[config.mk]
export PLATFORM = sky130hd
export DESIGN_NAME = ttm4_sequencer
export DESIGN_NICKNAME = d
export VERILOG_FILES = /design/src/rtl/ttm4_sequencer.sv
export SDC_FILE = /design/constraint.sdc
export NUM_CORES = 1
export LEC_CHECK = 0
export CAP_MARGIN = 20
export CORE_MARGIN = 3
export CORE_UTILIZATION = 51
export CTS_CLUSTER_DIAMETER = 40
export CTS_CLUSTER_SIZE = 25
export DETAILED_ROUTE_END_ITERATION = 10
export PLACE_DENSITY = 0.78
export SLEW_MARGIN = 20
export SYNTH_ARGS = -nofsm -noshare
export SYNTH_HDL_FRONTEND = slang
export SYNTH_SLANG_ARGS = --single-unit
[constraint.sdc]
create_clock -name CLK -period 2.7 [get_ports CLK]
set_input_delay 0.54 -clock CLK [delete_from_list [all_inputs] [get_ports CLK]]
set_output_delay 0.54 -clock CLK [all_outputs]
set_load 0.01 [all_outputs]
[src/rtl/ttm4_sequencer.sv]
// rtl/ttm4_sequencer.sv - TTM4 fetch/decode/execute sequencer with PC, return stack and store strobe
// Optional ROM fetch timeout is enabled by defining SEQ_ROM_TIMEOUT_EN.
module ttm4_sequencer #(
    parameter int PC_W        = 8,
    parameter int IR_W        = 11,
    parameter int STACK_DEPTH = 4,
    parameter int ROM_TO      = 15
) (
    input  logic            CLK,
    input  logic            RST,
    input  logic            RUN,
    input  logic            STEP,
    output logic [PC_W-1:0] ROM_ADDR,
    output logic            ROM_REQ,
    input  logic            ROM_ACK,
    input  logic [IR_W-1:0] ROM_DATA,
    output logic [IR_W-1:0] IR,
    input  logic            nPC_LD,
    input  logic            nSK_EN,
    input  logic            SKIP_COND,
    input  logic            CALL,
    input  logic            RET,
    input  logic [PC_W-1:0] JUMP_ADDR,
    output logic            ST_STB,
    output logic            BUSY,
    output logic            STK_ERR,
    output logic            TIMEOUT
);

    localparam int IDX_W = $clog2(STACK_DEPTH);
    localparam int SP_W  = IDX_W + 1;

    typedef enum logic [1:0] {
        IDLE   = 2'd0,
        FETCH  = 2'd1,
        DECODE = 2'd2,
        EXEC   = 2'd3
    } state_t;

    state_t          state;
    state_t          nextState;
    logic [PC_W-1:0] pc;
    logic [PC_W-1:0] nextPc;
    logic [PC_W-1:0] pcInc;
    logic [SP_W-1:0] sp;
    logic [SP_W-1:0] nextSp;
    logic [SP_W-1:0] spDec;
    logic [PC_W-1:0] stack [STACK_DEPTH];
    logic [IR_W-1:0] ir;
    logic            stepQ;
    logic            stepEdge;
    logic            push;
    logic            stkErr;
    logic            stkErrSet;
    logic            blocked;
    logic            toFire;

    assign stepEdge = STEP & ~stepQ;
    assign pcInc    = pc + PC_W'(1);
    assign spDec    = sp - SP_W'(1);

`ifdef SEQ_ROM_TIMEOUT_EN
    localparam int TO_W = $clog2(ROM_TO + 1);

    logic [TO_W-1:0] toCnt;
    logic            timeoutQ;

    // toCnt holds the number of ACK-less FETCH cycles already completed
    assign toFire  = (state == FETCH) && !ROM_ACK && (toCnt == TO_W'(ROM_TO - 1));
    assign blocked = timeoutQ;
    assign TIMEOUT = timeoutQ;

    always_ff @(posedge CLK or posedge RST) begin
        if (RST) begin
            toCnt    <= '0;
            timeoutQ <= 1'b0;
        end else begin
            if (state == FETCH && !ROM_ACK) begin
                toCnt <= toCnt + TO_W'(1);
            end else begin
                toCnt <= '0;
            end
            if (toFire) begin
                timeoutQ <= 1'b1;
            end
        end
    end
`else
    assign toFire  = 1'b0;
    assign blocked = 1'b0;
    assign TIMEOUT = (ROM_TO < 0);
`endif

    always_ff @(posedge CLK or posedge RST) begin
        if (RST) begin
            state <= IDLE;
        end else begin
            state <= nextState;
        end
    end

    always_comb begin
        nextState = state;
        case (state)
            IDLE: begin
                if (!blocked && (RUN || stepEdge)) begin
                    nextState = FETCH;
                end
            end
            FETCH: begin
                if (ROM_ACK) begin
                    nextState = DECODE;
                end else if (toFire) begin
                    nextState = IDLE;
                end
            end
            DECODE: nextState = EXEC;
            EXEC:   nextState = RUN ? FETCH : IDLE;
            default: nextState = IDLE;
        endcase
    end

    // Next-PC selection; RET outranks CALL, which outranks jump and skip
    always_comb begin
        nextPc    = pcInc;
        nextSp    = sp;
        push      = 1'b0;
        stkErrSet = 1'b0;
        if (RET) begin
            if (sp == '0) begin
                stkErrSet = 1'b1;
            end else begin
                nextPc = stack[spDec[IDX_W-1:0]];
                nextSp = spDec;
            end
        end else if (CALL) begin
            nextPc = JUMP_ADDR;
            if (sp == SP_W'(STACK_DEPTH)) begin
                stkErrSet = 1'b1;
            end else begin
                push   = 1'b1;
                nextSp = sp + SP_W'(1);
            end
        end else if (!nPC_LD) begin
            nextPc = JUMP_ADDR;
        end else if (!nSK_EN && SKIP_COND) begin
            nextPc = pc + PC_W'(2);
        end
    end

    always_ff @(posedge CLK or posedge RST) begin
        if (RST) begin
            pc     <= '0;
            sp     <= '0;
            ir     <= '0;
            stkErr <= 1'b0;
            stepQ  <= 1'b0;
        end else begin
            stepQ <= STEP;
            if (state == FETCH && ROM_ACK) begin
                ir <= ROM_DATA;
            end
            if (state == EXEC) begin
                pc <= nextPc;
                sp <= nextSp;
                if (stkErrSet) begin
                    stkErr <= 1'b1;
                end
            end
        end
    end

    // Stack contents need no reset; only entries below SP are ever read
    always_ff @(posedge CLK) begin
        if (state == EXEC && push) begin
            stack[sp[IDX_W-1:0]] <= pcInc;
        end
    end

    assign ROM_ADDR = pc;
    assign ROM_REQ  = (state == FETCH);
    assign IR       = ir;
    assign ST_STB   = (state == EXEC);
    assign BUSY     = (state != IDLE);
    assign STK_ERR  = stkErr;

endmodule

==> tab_implementation.tex, run 1 <==
\begin{tabular}{lr}
\hline
Metric & Value \\
\hline
\multicolumn{2}{l}{\textbf{Clocking}} \\
\quad Clk buf depth & 2 \\
\quad H-tree levels & 3 \\
\quad Clock sinks & 58 \\
\quad Clock-pin transition on the worst setup and hold timing paths & 0.07 ns \\
\quad Setup repair bufs after CTS & 0 \\
\quad CTS tree & yes \\
\quad Number of resized instances in the post-cts repair step & 0 \\
\quad Clock latency at the later pin of the worst-skew pair & 0.33 ns \\
\quad Clk root buf & sky130\_fd\_sc\_hd\_\_clkbuf\_8 \\
\quad Number of buffers inserted during clock tree synthesis & 9 \\
\quad Count of hold buffers inserted by post-cts repair & 0 \\
\multicolumn{2}{l}{\textbf{Power}} \\
\quad Static leakage power & 1.410 nW \\
\quad Power density over cell area & 1159 nW/µm² \\
\quad Worst vdd ir & 0.7006 mV \\
\multicolumn{2}{l}{\textbf{Worst hold path}} \\
\quad Worst min path class & reg2reg \\
\quad Hold wc startpoint & STK\_ERR \\
\quad Hold path cells & 1 \\
\quad Hold EP & STK\_ERR \\
\multicolumn{2}{l}{\textbf{Drt}} \\
\quad Wire length reported by the detailed router & 6411 µm \\
\quad Detailed-route DRC error count & 0 \\
\quad Average wire length per cell after detail routing & 17.71 µm \\
\quad Vias & 2075 \\
\quad Number of nets with antenna violations after routing & 0 \\
\quad Initial DRT Pass Iterations & 5 \\
\quad Initial detailed-routing violation count & 183 \\
\quad Via-per-instance ratio & 5.732 \\
\multicolumn{2}{l}{\textbf{Die}} \\
\quad Std cell rows & 26 \\
\quad Die X & 81.40 µm \\
\quad DIE AREA & 6625 µm² \\
\quad Initial cell density of the core & 0.5467 \\
\quad Ports & 53 \\
\quad Die outline height & 81.40 µm \\
\quad Total core area & 5303 µm² \\
\multicolumn{2}{l}{\textbf{Global routing}} \\
\quad Global router's overall resource usage & 0.2115 \\
\quad Global-route wire length before repair & 10180 µm \\
\quad GRT Residual Overflow & 0 \\
\quad Via count of the first global-routing pass & 2073 \\
\quad Initial antenna violation count & 0 \\
\quad Largest net degree at the start of global routing & 27 \\
\multicolumn{2}{l}{\textbf{Setup path}} \\
\quad Cell at the slowest stage of the critical path & sky130\_fd\_sc\_hd\_\_xor2\_1 \\
\quad Largest fanout on the critical path & 6 \\
\quad Sort of element at the end of the critical path & register \\
\quad Reg2reg setup slack & 0.50 ns \\
\quad Endpoint arrival time on the critical path & 2.44 ns \\
\quad End of the worst register-to-register path & ROM\_ADDR[7] \\
\quad Required arrival time at the worst endpoint & 2.94 ns \\
\quad Critical path class & reg2reg \\
\quad CP startpoint kind & register \\
\quad Launch point of the worst reg-to-reg path & ROM\_ADDR[2] \\
\quad Top cell family by delay on the critical path & XOR/XNOR gates \\
\quad Worst path bufs/invs & 0 \\
\quad Chain of cells forming the critical path & ha\_1 -> nand4\_1 -> nor2\_1 -> xor2\_1 -> a21boi\_0 -> a211oi\_1 \\
\quad Depth of the worst register-to-register path & 6 \\
\quad Maximum cell stage delay along the critical path & 0.48 ns \\
\multicolumn{2}{l}{\textbf{Logic synthesis}} \\
\quad Post-synthesis instance total & 232 \\
\quad Number of synthesis warnings & 0 \\
\quad Number of enable flip-flop cells after synthesis & 32 \\
\quad Mapped cell area & 2899 µm² \\
\quad Part of the Yosys area used for sequential elements & 0.5559 \\
\quad Primary FF master, synth & sky130\_fd\_sc\_hd\_\_edfxtp\_1 \\
\quad Cell variety after synth & 47 \\
\quad Synth Register Bits & 58 \\
\quad Post-synthesis net count & 272 \\
\quad Synthesized area per cell & 12.50 µm² \\
\quad Fraction of synthesis flops using an asynchronous set or reset pin & 0.4483 \\
\multicolumn{2}{l}{\textbf{Placement}} \\
\quad IO buf count & 51 \\
\quad HPWL after detailed placement & 4744 µm \\
\quad Placer's final routability congestion estimate & 0.8498 \\
\multicolumn{2}{l}{\textbf{Final layout}} \\
\quad Antenna cell count & 0 \\
\quad Fraction of final layout cells with drive strength greater than 1 & 0.1575 \\
\quad Area growth syn-to-layout & 27.75\% \\
\quad Number of filler instances in the final layout & 372 \\
\quad Utilization of the core after routing & 0.6984 \\
\quad Storage element area & 1612 µm² \\
\quad Multi-input logic area & 1184 µm² \\
\quad Number of nets at the end of the flow & 327 \\
\multicolumn{2}{l}{\textbf{STA}} \\
\quad Measured slew at the worst slew-check pin & 0.5626 ns \\
\quad Setup violation total in the final timing report & 0 \\
\quad Final hold violation count & 0 \\
\quad Final min period & 2.204 ns \\
\quad RSZ-0062 raised after global routing & no \\
\quad Final critical-path share of the clock period & 0.8164 \\
\quad Worst rel slew slack & 0.6237 \\
\quad Max-slew violation count & 0 \\
\quad Fmax & 0.4537 GHz \\
\quad Setup TNS & 0 ns \\
\quad Worst-case clock skew & 0.008777 ns \\
\multicolumn{2}{l}{\textbf{Outcome}} \\
\quad Status & finished, final reports clean \\
\multicolumn{2}{l}{\textbf{Run}} \\
\quad Number of max-capacitance violations reported & 0 \\
\hline
\end{tabular}
-- cell usage after synthesis, drive strengths merged, types with 3 or more instances --
library cell	n	area, µm²
a21boi	3	22.52
xor2	5	43.79
mux2	12	135.1
nand2	19	71.32
nor2	15	56.30
dfrtp	26	650.6
mux4	8	180.2
nor2b	3	26.27
and2	5	31.28
o21ai	11	55.05
o31ai	3	27.52
buf	7	36.28
clkbuf	7	26.28
a22oi	3	22.52
nand3	6	30.03
inv	11	41.29
a211oi	4	30.03
ha	11	137.6
edfxtp	32	960.9
a21oi	6	30.03
xnor2	8	70.07
-- worst max-delay path by stage --
stage | startpoint | to | cells after the start
after floorplan | sp[0] | ROM_ADDR[6] | 8
after global placement | SKIP_COND | ROM_ADDR[6] | 6
after detailed placement | RET | stack[0][5] | 4
after CTS | state[0] | BUSY | 4
after global routing | ROM_ADDR[2] | ROM_ADDR[7] | 6
final | ROM_ADDR[2] | ROM_ADDR[7] | 6
-- routing by layer --
layer / vias to the layer above / GRT usage / wire [µm]
met5: - / 0 / 0
met4: 0 / 0.1081 / 194
met3: 20 / 0.04324 / 390
met2: 92 / 0.3225 / 3086
met1: 1005 / 0.2866 / 2741
li1: 958 / - / -
-- state kept, by name (all words and copies together), names as in the netlist --
| name | cells |
|---|---|
| ROM_ADDR | 8 |
| stack | 32 |
| stepQ | 1 |
| sp | 3 |
| state | 2 |
| STK_ERR | 1 |
| IR | 11 |
-- layout make-up --
type / instances / share of cell area
inverter: 11 / 0.01115
clock buffer: 9 / 0.03345
clock inverter: 7 / 0.02500
multi-input combinational: 149 / 0.3196
sequential: 58 / 0.4351
tap: 70 / 0.02365
timing repair buffer: 58 / 0.1520
-- power by group --
| part | internal [W] | switching, W |
|---|---|---|
| Combinational | 0.000959 | 0.000958 |
| Clock | 0.000518 | 0.000356 |
| Sequential | 0.00128 | 0.000217 |
-- cell usage in the layout (no fill, tap or decap), types with 3 or more instances in the layout --
cell                              Yosys  final
sky130_fd_sc_hd__nand3_1              6      6
sky130_fd_sc_hd__a21oi_1              6      6
sky130_fd_sc_hd__and2_1               5      5
sky130_fd_sc_hd__edfxtp_1            32     32
sky130_fd_sc_hd__inv_1               11     11
sky130_fd_sc_hd__mux4_2               8      8
sky130_fd_sc_hd__ha_1                11     11
sky130_fd_sc_hd__nor2_1              15     15
sky130_fd_sc_hd__o21ai_0             11     11
sky130_fd_sc_hd__nand2_1             19     19
sky130_fd_sc_hd__a22oi_1              3      3
sky130_fd_sc_hd__xor2_1               5      5
sky130_fd_sc_hd__clkdlybuf4s50_1      0     51
sky130_fd_sc_hd__xnor2_1              8      8
sky130_fd_sc_hd__clkbuf_8             0      9
sky130_fd_sc_hd__a21boi_0             3      3
sky130_fd_sc_hd__dfrtp_1             26     26
sky130_fd_sc_hd__mux2_2              12     12
sky130_fd_sc_hd__a211oi_1             4      4
sky130_fd_sc_hd__buf_4                1      7
-- cells by family (layout without fill, tap and decap cells) --
group / after synthesis / after routing / synth area share
AND/OR/NAND/NOR: 59 / 59 / 0.09970
XOR/XNOR: 13 / 13 / 0.03928
flip-flops: 58 / 58 / 0.5559
adder cells (fa/ha/maj): 11 / 11 / 0.04747
buffers and inverters: 25 / 85 / 0.03582
other: 1 / 1 / 0.001294
AO/OA/AOI/OAI: 44 / 44 / 0.1083
multiplexers: 21 / 21 / 0.1122
-- worst register-to-register path: cells and delay by family, from the launching register on --
kind,cells,cell delay [ns]
adders and majority gates,1,0.29
AOI/OAI and AO/OA,2,0.45
and+or+nand+nor,2,0.43
DFF,1,0.47
xor gates and xnor gates,1,0.48
-- metrics by stage --
stage | power [W] | std cells | setup WS (ns) | instance area [µm²] | hold WS (ns)
3_3_place_gp | 0.003385 | 346 | 0.3727 | 3487 | 0.4599
4_1_cts | 0.004309 | 362 | 0.5163 | 3704 | 0.4865
5_1_grt | 0.004567 | 362 | 0.3783 | 3704 | 0.5001
6_report | 0.004292 | 362 | 0.4957 | 3704 | 0.4821
2_1_floorplan | 0.002680 | 232 | 0.3870 | 2899 | 0.5117
3_5_place_dp | 0.003433 | 346 | 0.3312 | 3487 | 0.4642
Power figures use the tool's default switching activity.
==> run 2, diff against run 1 <==
CORE_UTILIZATION = 47   (was 51)
PLACE_DENSITY = 0.76   (was 0.78)
clock period = 2 ns   (was 2.7 ns; I/O delays follow)
==> run 2 against run 1 <==
Combinational power is 47% higher. Cell count is 5.8% higher. Critical path type is now reg2out. Non-clock buffer count is 19 higher. Clock power is 30% higher. Clock skew is 0.0040 ns lower. First-iteration DRC count is 22% lower. Core utilization is 2.0 points lower.
==> tab_implementation.tex, run 2 (synthesized netlist as in run 1, its figures left out) <==
\begin{tabular}{lr}
\hline
Metric & Value \\
\hline
\multicolumn{2}{l}{\textbf{Drt}} \\
\quad Number of nets with antenna violations after routing & 0 (unchanged) \\
\quad Initial DRT Pass Iterations & 4 (-1) \\
\quad Initial detailed-routing violation count & 143 (-22\%) \\
\quad Via-per-instance ratio & 5.431 (-5.3\%) \\
\quad Detailed-route DRC error count & 0 (unchanged) \\
\quad Average wire length per cell after detail routing & 17.26 µm (-2.5\%) \\
\quad Vias & 2080 (+0.24\%) \\
\quad Wire length reported by the detailed router & 6611 µm (+3.1\%) \\
\multicolumn{2}{l}{\textbf{STA}} \\
\quad RSZ-0062 raised after global routing & no \\
\quad Final min period & 1.920 ns \\
\quad Worst-case clock skew & 0.004743 ns (-0.004035 ns) \\
\quad Fmax & 0.5208 GHz \\
\quad Final critical-path share of the clock period & 0.9600 \\
\quad Setup violation total in the final timing report & 0 (unchanged) \\
\quad Final hold violation count & 0 (unchanged) \\
\quad Tightest hold margin & 0.4246 ns (-0.05747 ns) \\
\quad Max-slew violation count & 0 (unchanged) \\
\multicolumn{2}{l}{\textbf{Final layout}} \\
\quad Number of filler instances in the final layout & 421 (+13\%) \\
\quad Non-Filler Instances & 383 (+5.8\%) \\
\quad Most frequent cells in the layout & 49 x sky130\_fd\_sc\_hd\_\_clkdlybuf4s50\_1, 32 x sky130\_fd\_sc\_hd\_\_edfxtp\_1, 26 x sky130\_fd\_sc\_hd\_\_dfrtp\_1 \\
\quad Number of nets at the end of the flow & 346 (+5.8\%) \\
\quad Area growth syn-to-layout & 34.35\% \\
\quad Antenna cell count & 0 (unchanged) \\
\quad Fraction of final layout cells with drive strength greater than 1 & 0.2251 (+0.06755) \\
\quad Number of flip-flops under the largest register name & 32 (unchanged) \\
\quad Commonest non-fill, non-tap cell in the layout & sky130\_fd\_sc\_hd\_\_clkdlybuf4s50\_1 \\
\multicolumn{2}{l}{\textbf{Power}} \\
\quad Total design power & 0.005958 W (+39\%) \\
\quad Worst vdd ir & 0.8806 mV (+26\%) \\
\quad Static leakage power & 1.513 nW (+7.2\%) \\
\quad Power density over cell area & 1530 nW/µm² (+32\%) \\
\multicolumn{2}{l}{\textbf{Setup path}} \\
\quad Largest fanout on the critical path & 4 (-2) \\
\quad Endpoint arrival time on the critical path & 1.52 ns (-0.92 ns) \\
\quad Depth of the worst register-to-register path & 5 (-1) \\
\quad Reg2reg setup slack & 0.17 ns (-0.33 ns) \\
\quad Crit path launch & state[0] \\
\quad Launch point of the worst reg-to-reg path & sp[0] \\
\quad End of the worst register-to-register path & ROM\_ADDR[6] \\
\quad Worst setup endpoint & ST\_STB \\
\quad Required arrival time at the worst endpoint & 1.60 ns (-1.34 ns) \\
\quad Critical path class & reg2out \\
\quad Sort of element at the end of the critical path & output pin \\
\quad CP startpoint kind & register \\
\multicolumn{2}{l}{\textbf{Clocking}} \\
\quad Clock latency at the later pin of the worst-skew pair & 0.33 ns (about the same) \\
\quad CTS tree & yes \\
\quad Count of hold buffers inserted by post-cts repair & 0 (unchanged) \\
\quad Number of buffers inserted during clock tree synthesis & 9 (unchanged) \\
\quad Clk buf depth & 2 (unchanged) \\
\quad H-tree levels & 3 (unchanged) \\
\quad Clock-pin transition on the worst setup and hold timing paths & 0.06 ns (about the same) \\
\quad Clock sinks & 58 (unchanged) \\
\quad Clk root buf & sky130\_fd\_sc\_hd\_\_clkbuf\_8 \\
\multicolumn{2}{l}{\textbf{Die}} \\
\quad DIE AREA & 7146 µm² (+7.9\%) \\
\quad Die X & 84.54 µm (+3.9\%) \\
\quad Die outline height & 84.54 µm (+3.9\%) \\
\quad Std cell rows & 27 (+3.8\%) \\
\quad Ports & 53 (unchanged) \\
\quad Total core area & 5743 µm² (+8.3\%) \\
\quad Initial cell density of the core & 0.5048 (-0.04193) \\
\multicolumn{2}{l}{\textbf{Placement}} \\
\quad Placer's final routability congestion estimate & 0.8147 (-4.1\%) \\
\quad DP Cell Count & 366 (+5.8\%) \\
\quad IO buf count & 51 (unchanged) \\
\quad HPWL after detailed placement & 4909 µm (+3.5\%) \\
\multicolumn{2}{l}{\textbf{Run}} \\
\quad Number of max-capacitance violations reported & 0 (unchanged) \\
\multicolumn{2}{l}{\textbf{Global routing}} \\
\quad GRT Residual Overflow & 0 (unchanged) \\
\quad Via count of the first global-routing pass & 2147 (+3.6\%) \\
\quad Initial antenna violation count & 0 (unchanged) \\
\quad Global-route wire length before repair & 10770 µm (+5.8\%) \\
\quad Global router's overall resource usage & 0.1990 (-0.01251) \\
\quad Largest net degree at the start of global routing & 27 (unchanged) \\
\multicolumn{2}{l}{\textbf{Outcome}} \\
\quad Status & finished, final reports clean \\
\multicolumn{2}{l}{\textbf{Worst hold path}} \\
\quad Worst min path class & in2async \\
\hline
\end{tabular}
-- run 2: cell types whose count changed in the layout (fill, tap and decap cells not counted), sizes merged --
cell | previous run | this run
inv | 12 | 11
clkinvlp | 2 | 1
buf | 7 | 26
dlygate4sd2 | 0 | 2
clkinv | 2 | 3
clkbuf | 9 | 10
clkdlybuf4s50 | 51 | 49
-- run 2: repair_timing --
item	CTS	global route
endpoints found under the setup margin	3	4
gates resized for setup	3	5
gates cloned	0	0
pin swaps	0	1
setup buffers	0	1
-- run 2: power by group --
part	internal, W	switching [W]
registers	0.00173	0.000270
clock network	0.000692	0.000443
logic	0.00146	0.00136
-- run 2: area by class of cell --
cell class / instances / area, µm² / share of cell area
repair buffers: 77 / 728.2 / 0.1870
multi-input cells: 149 / 1215 / 0.3119
clock inverters: 6 / 81.33 / 0.02088
clock buffers: 10 / 127.6 / 0.03277
inverters: 11 / 41.29 / 0.01060
flip-flops and latches: 58 / 1612 / 0.4137
well taps: 72 / 90.09 / 0.02313
-- run 2: per-stage QoR --
stage                       util  TNS (ns)  area [µm²]  setup WS [ns]
after floorplan                -         0        2909        0.03071
after global placement    0.6355   -0.1996        3650        -0.1096
final                     0.6782         0        3895        0.07995
after CTS                 0.6719         0        3859       0.003813
after global routing      0.6782         0        3895        0.02527
after detailed placement  0.6355   -0.2315        3650        -0.1176
-- run 2: worst min-delay path by stage --
stage / from / endpoint / slack [ns] / cells past startpoint
global route: RST / IR[2] / 0.47 / 3
global placement: STK_ERR / STK_ERR / 0.46 / 1
detailed placement: STK_ERR / STK_ERR / 0.47 / 1
floorplan: STEP / stepQ / 0.43 / 0
CTS: RST / IR[1] / 0.42 / 3
finish: RST / IR[3] / 0.42 / 3
-- run 2: per-layer routing --
layer / routed length, µm / global-route usage / share of wire / vias to the layer above
li1: - / - / - / 989
met1: 2643 / 0.2540 / 0.40 / 986
met2: 3296 / 0.3203 / 0.50 / 95
met3: 570 / 0.06183 / 0.086 / 10
met4: 101 / 0.07194 / 0.015 / 0
met5: 0 / 0 / 0 / -
-- run 2: critical path, stage by stage, from the launching register on --
cell and delay (ns):
sky130_fd_sc_hd__dfrtp_1 0.38, sky130_fd_sc_hd__ha_2 0.25, sky130_fd_sc_hd__clkdlybuf4s50_1 0.55
==> edit: new RTL, config.mk and constraints of run 1 <==
Add a define of `SEQ_ROM_TIMEOUT_EN`.
--- a/src/rtl/ttm4_sequencer.sv
+++ b/src/rtl/ttm4_sequencer.sv
@@ -1,5 +1,7 @@
 // rtl/ttm4_sequencer.sv - TTM4 fetch/decode/execute sequencer with PC, return stack and store strobe
 // Optional ROM fetch timeout is enabled by defining SEQ_ROM_TIMEOUT_EN.
+`define SEQ_ROM_TIMEOUT_EN
+
 module ttm4_sequencer #(
     parameter int PC_W        = 8,
     parameter int IR_W        = 11,
Formal check against the unedited RTL: no difference found for any inputs over 10 cycles, from zero or initial values and one cycle with RST high; that may be too few to reach the edited logic, so the function may still have changed.
==> edit against run 1 <==
- register-to-register slack better by 230 ps
- sequential cell count up 5
- design area grew 2.5%
- count of clock-buffer cells in the layout up 4
- synthesized cell count up 3.9%
- routed wire length shrank 0.27%
- hold slack better by 9.7 ps
- largest power group unchanged
- critical path depth is 3 lower
- setup slack got worse by 22 ps
- synthesized area is 4.7% higher
- core utilization down 2.6 points
- total power decreased by 7.3%
==> edit: results (changes against run 1) <==
- Total global-route track usage: 20.5% (-0.61 points)
- Vias in the first global route: 2,142 (+3.3%)
- Ant diodes: 0 (unchanged)
- DP HPWL: 4650 um (-1.9%)
- Total routed wirelength: 6390 um (-0.27%)
- DR iter-0 viols: 216 (+18%)
- Clk_skew: 5.88 ps (-2.89 ps)
- Peak VDD IR: 779 uV (+11%)
- Avg WL per Cell: 17.1 um (-3.5%)
- Filler cells: 403 (+8.3%)
- Cell variety after synth: 51 (+8.5%)
- First-pass GRT wire length: 10,900 um (+7.5%)
- Mean Syn Cell Area: 12.6 um2 (+0.79%)
- Share of post-route cells with drive strength above 1: 13.6% (-2.2 points)
- Outcome: complete, no violations
- Pin count of the biggest net entering global routing: 32 (+19%)
- Leak: 1.48 nW (+5.0%)
- Multi-input logic area: 1180 um2 (+0.11%)
- Placed insts: 358 (+3.5%)
- Number of CTS-inserted buffers: 9 (unchanged)
- Commonest cells in the netlist: 32 x edfxtp_1, 31 x dfrtp_1, 21 x nor2_1
- RD Place Congestion: 0.931 (+9.6%)
- Total number of vias: 2,096 (+1.0%)
- Post-synth ARST share: 49.2% (+4.4 points)
- Clock Tree Buf Depth: 2 (unchanged)
- Arrival @ worst endpoint: 1690 ps (-750 ps)
- # nets final: 335 (+2.4%)
- Clock latency on the worst-skew pair: 340 ps
- Seq/Total Area, Yosys: 57.2% (+1.6 points)
- Placement Setup Slack: 476 ps (+144 ps)
- Count of input and output buffers: 52 (+2.0%)
- Worst slew pin tran: 515 ps (-47.2 ps)
- Crit-path max FO: 9 (+3)
- Placed Area: 3620 um2 (+3.8%)
- Top cells by area, synth: edfxtp_1 32%, dfrtp_1 26%, mux2_2 4.8%
- Cell depth of the worst flop-to-flop path: 5 (-1)
- DR pass1 iterations: 4 (-1)
- Synthesized Nets: 279 (+2.6%)
-- edit: cells by family (layout without fill, tap and decap cells) --
kind of cell	Yosys count	after routing	share of synthesized area, %
adder cells (fa/ha/maj)	9	9	3.71
AND/OR/NAND/NOR	68	68	10.5
multiplexers	23	23	11.9
flip-flops	63	63	57.2
XOR/XNOR	12	12	3.46
buffers and inverters	24	85	3.75
AO/OA/AOI/OAI	42	42	9.48
-- edit: final cells by class --
type                    count  area share [%]
repair buffers             58            14.9
inverters                  11            1.09
well taps                  72            2.37
clock inverters             3           0.462
clock buffers              13            4.19
flip-flops and latches     63            45.8
multi-input cells         154            31.2
-- edit: report_power, final --
part | switching [mW] | internal (mW) | leakage [nW]
clock | 0.339 | 0.380 | 0.0894
sequential | 0.236 | 1.34 | 0.659
combinational | 0.820 | 0.868 | 0.732
-- edit: layer usage --
metal  wire, um  track usage [%]  vias to the layer above
met5          0                0                        -
met4        169             11.4                        0
met3        456             2.78                       11
met2       3010             31.1                       91
met1       2760             28.6                      998
li1           -                -                      996
-- edit: worst paths after layout --
check | startpoint | end | slack [ps]
worst max-delay path | flop | ST_STB | 470
worst max register to register | sp[1]$_DFFE_PP0P_ | ROM_ADDR[1]$_DFFE_PP0N_ | 730
worst min-delay path | toCnt[0]$_DFF_PP0_ | toCnt[0]$_DFF_PP0_ | 490
worst min register to register | toCnt[0]$_DFF_PP0_ | toCnt[0]$_DFF_PP0_ | 490
min in group asynchronous | RST | IR[7]$_DFFE_PP0P_ | 580
max in group asynchronous | RST | sp[2]$_DFFE_PP0P_ | 1830
-- edit: critical path, cell delays in order (launching register included) --
cell	delay, ps
dfrtp_1	410
nand2_1	240
inv_1	150
clkdlybuf4s50_1	540
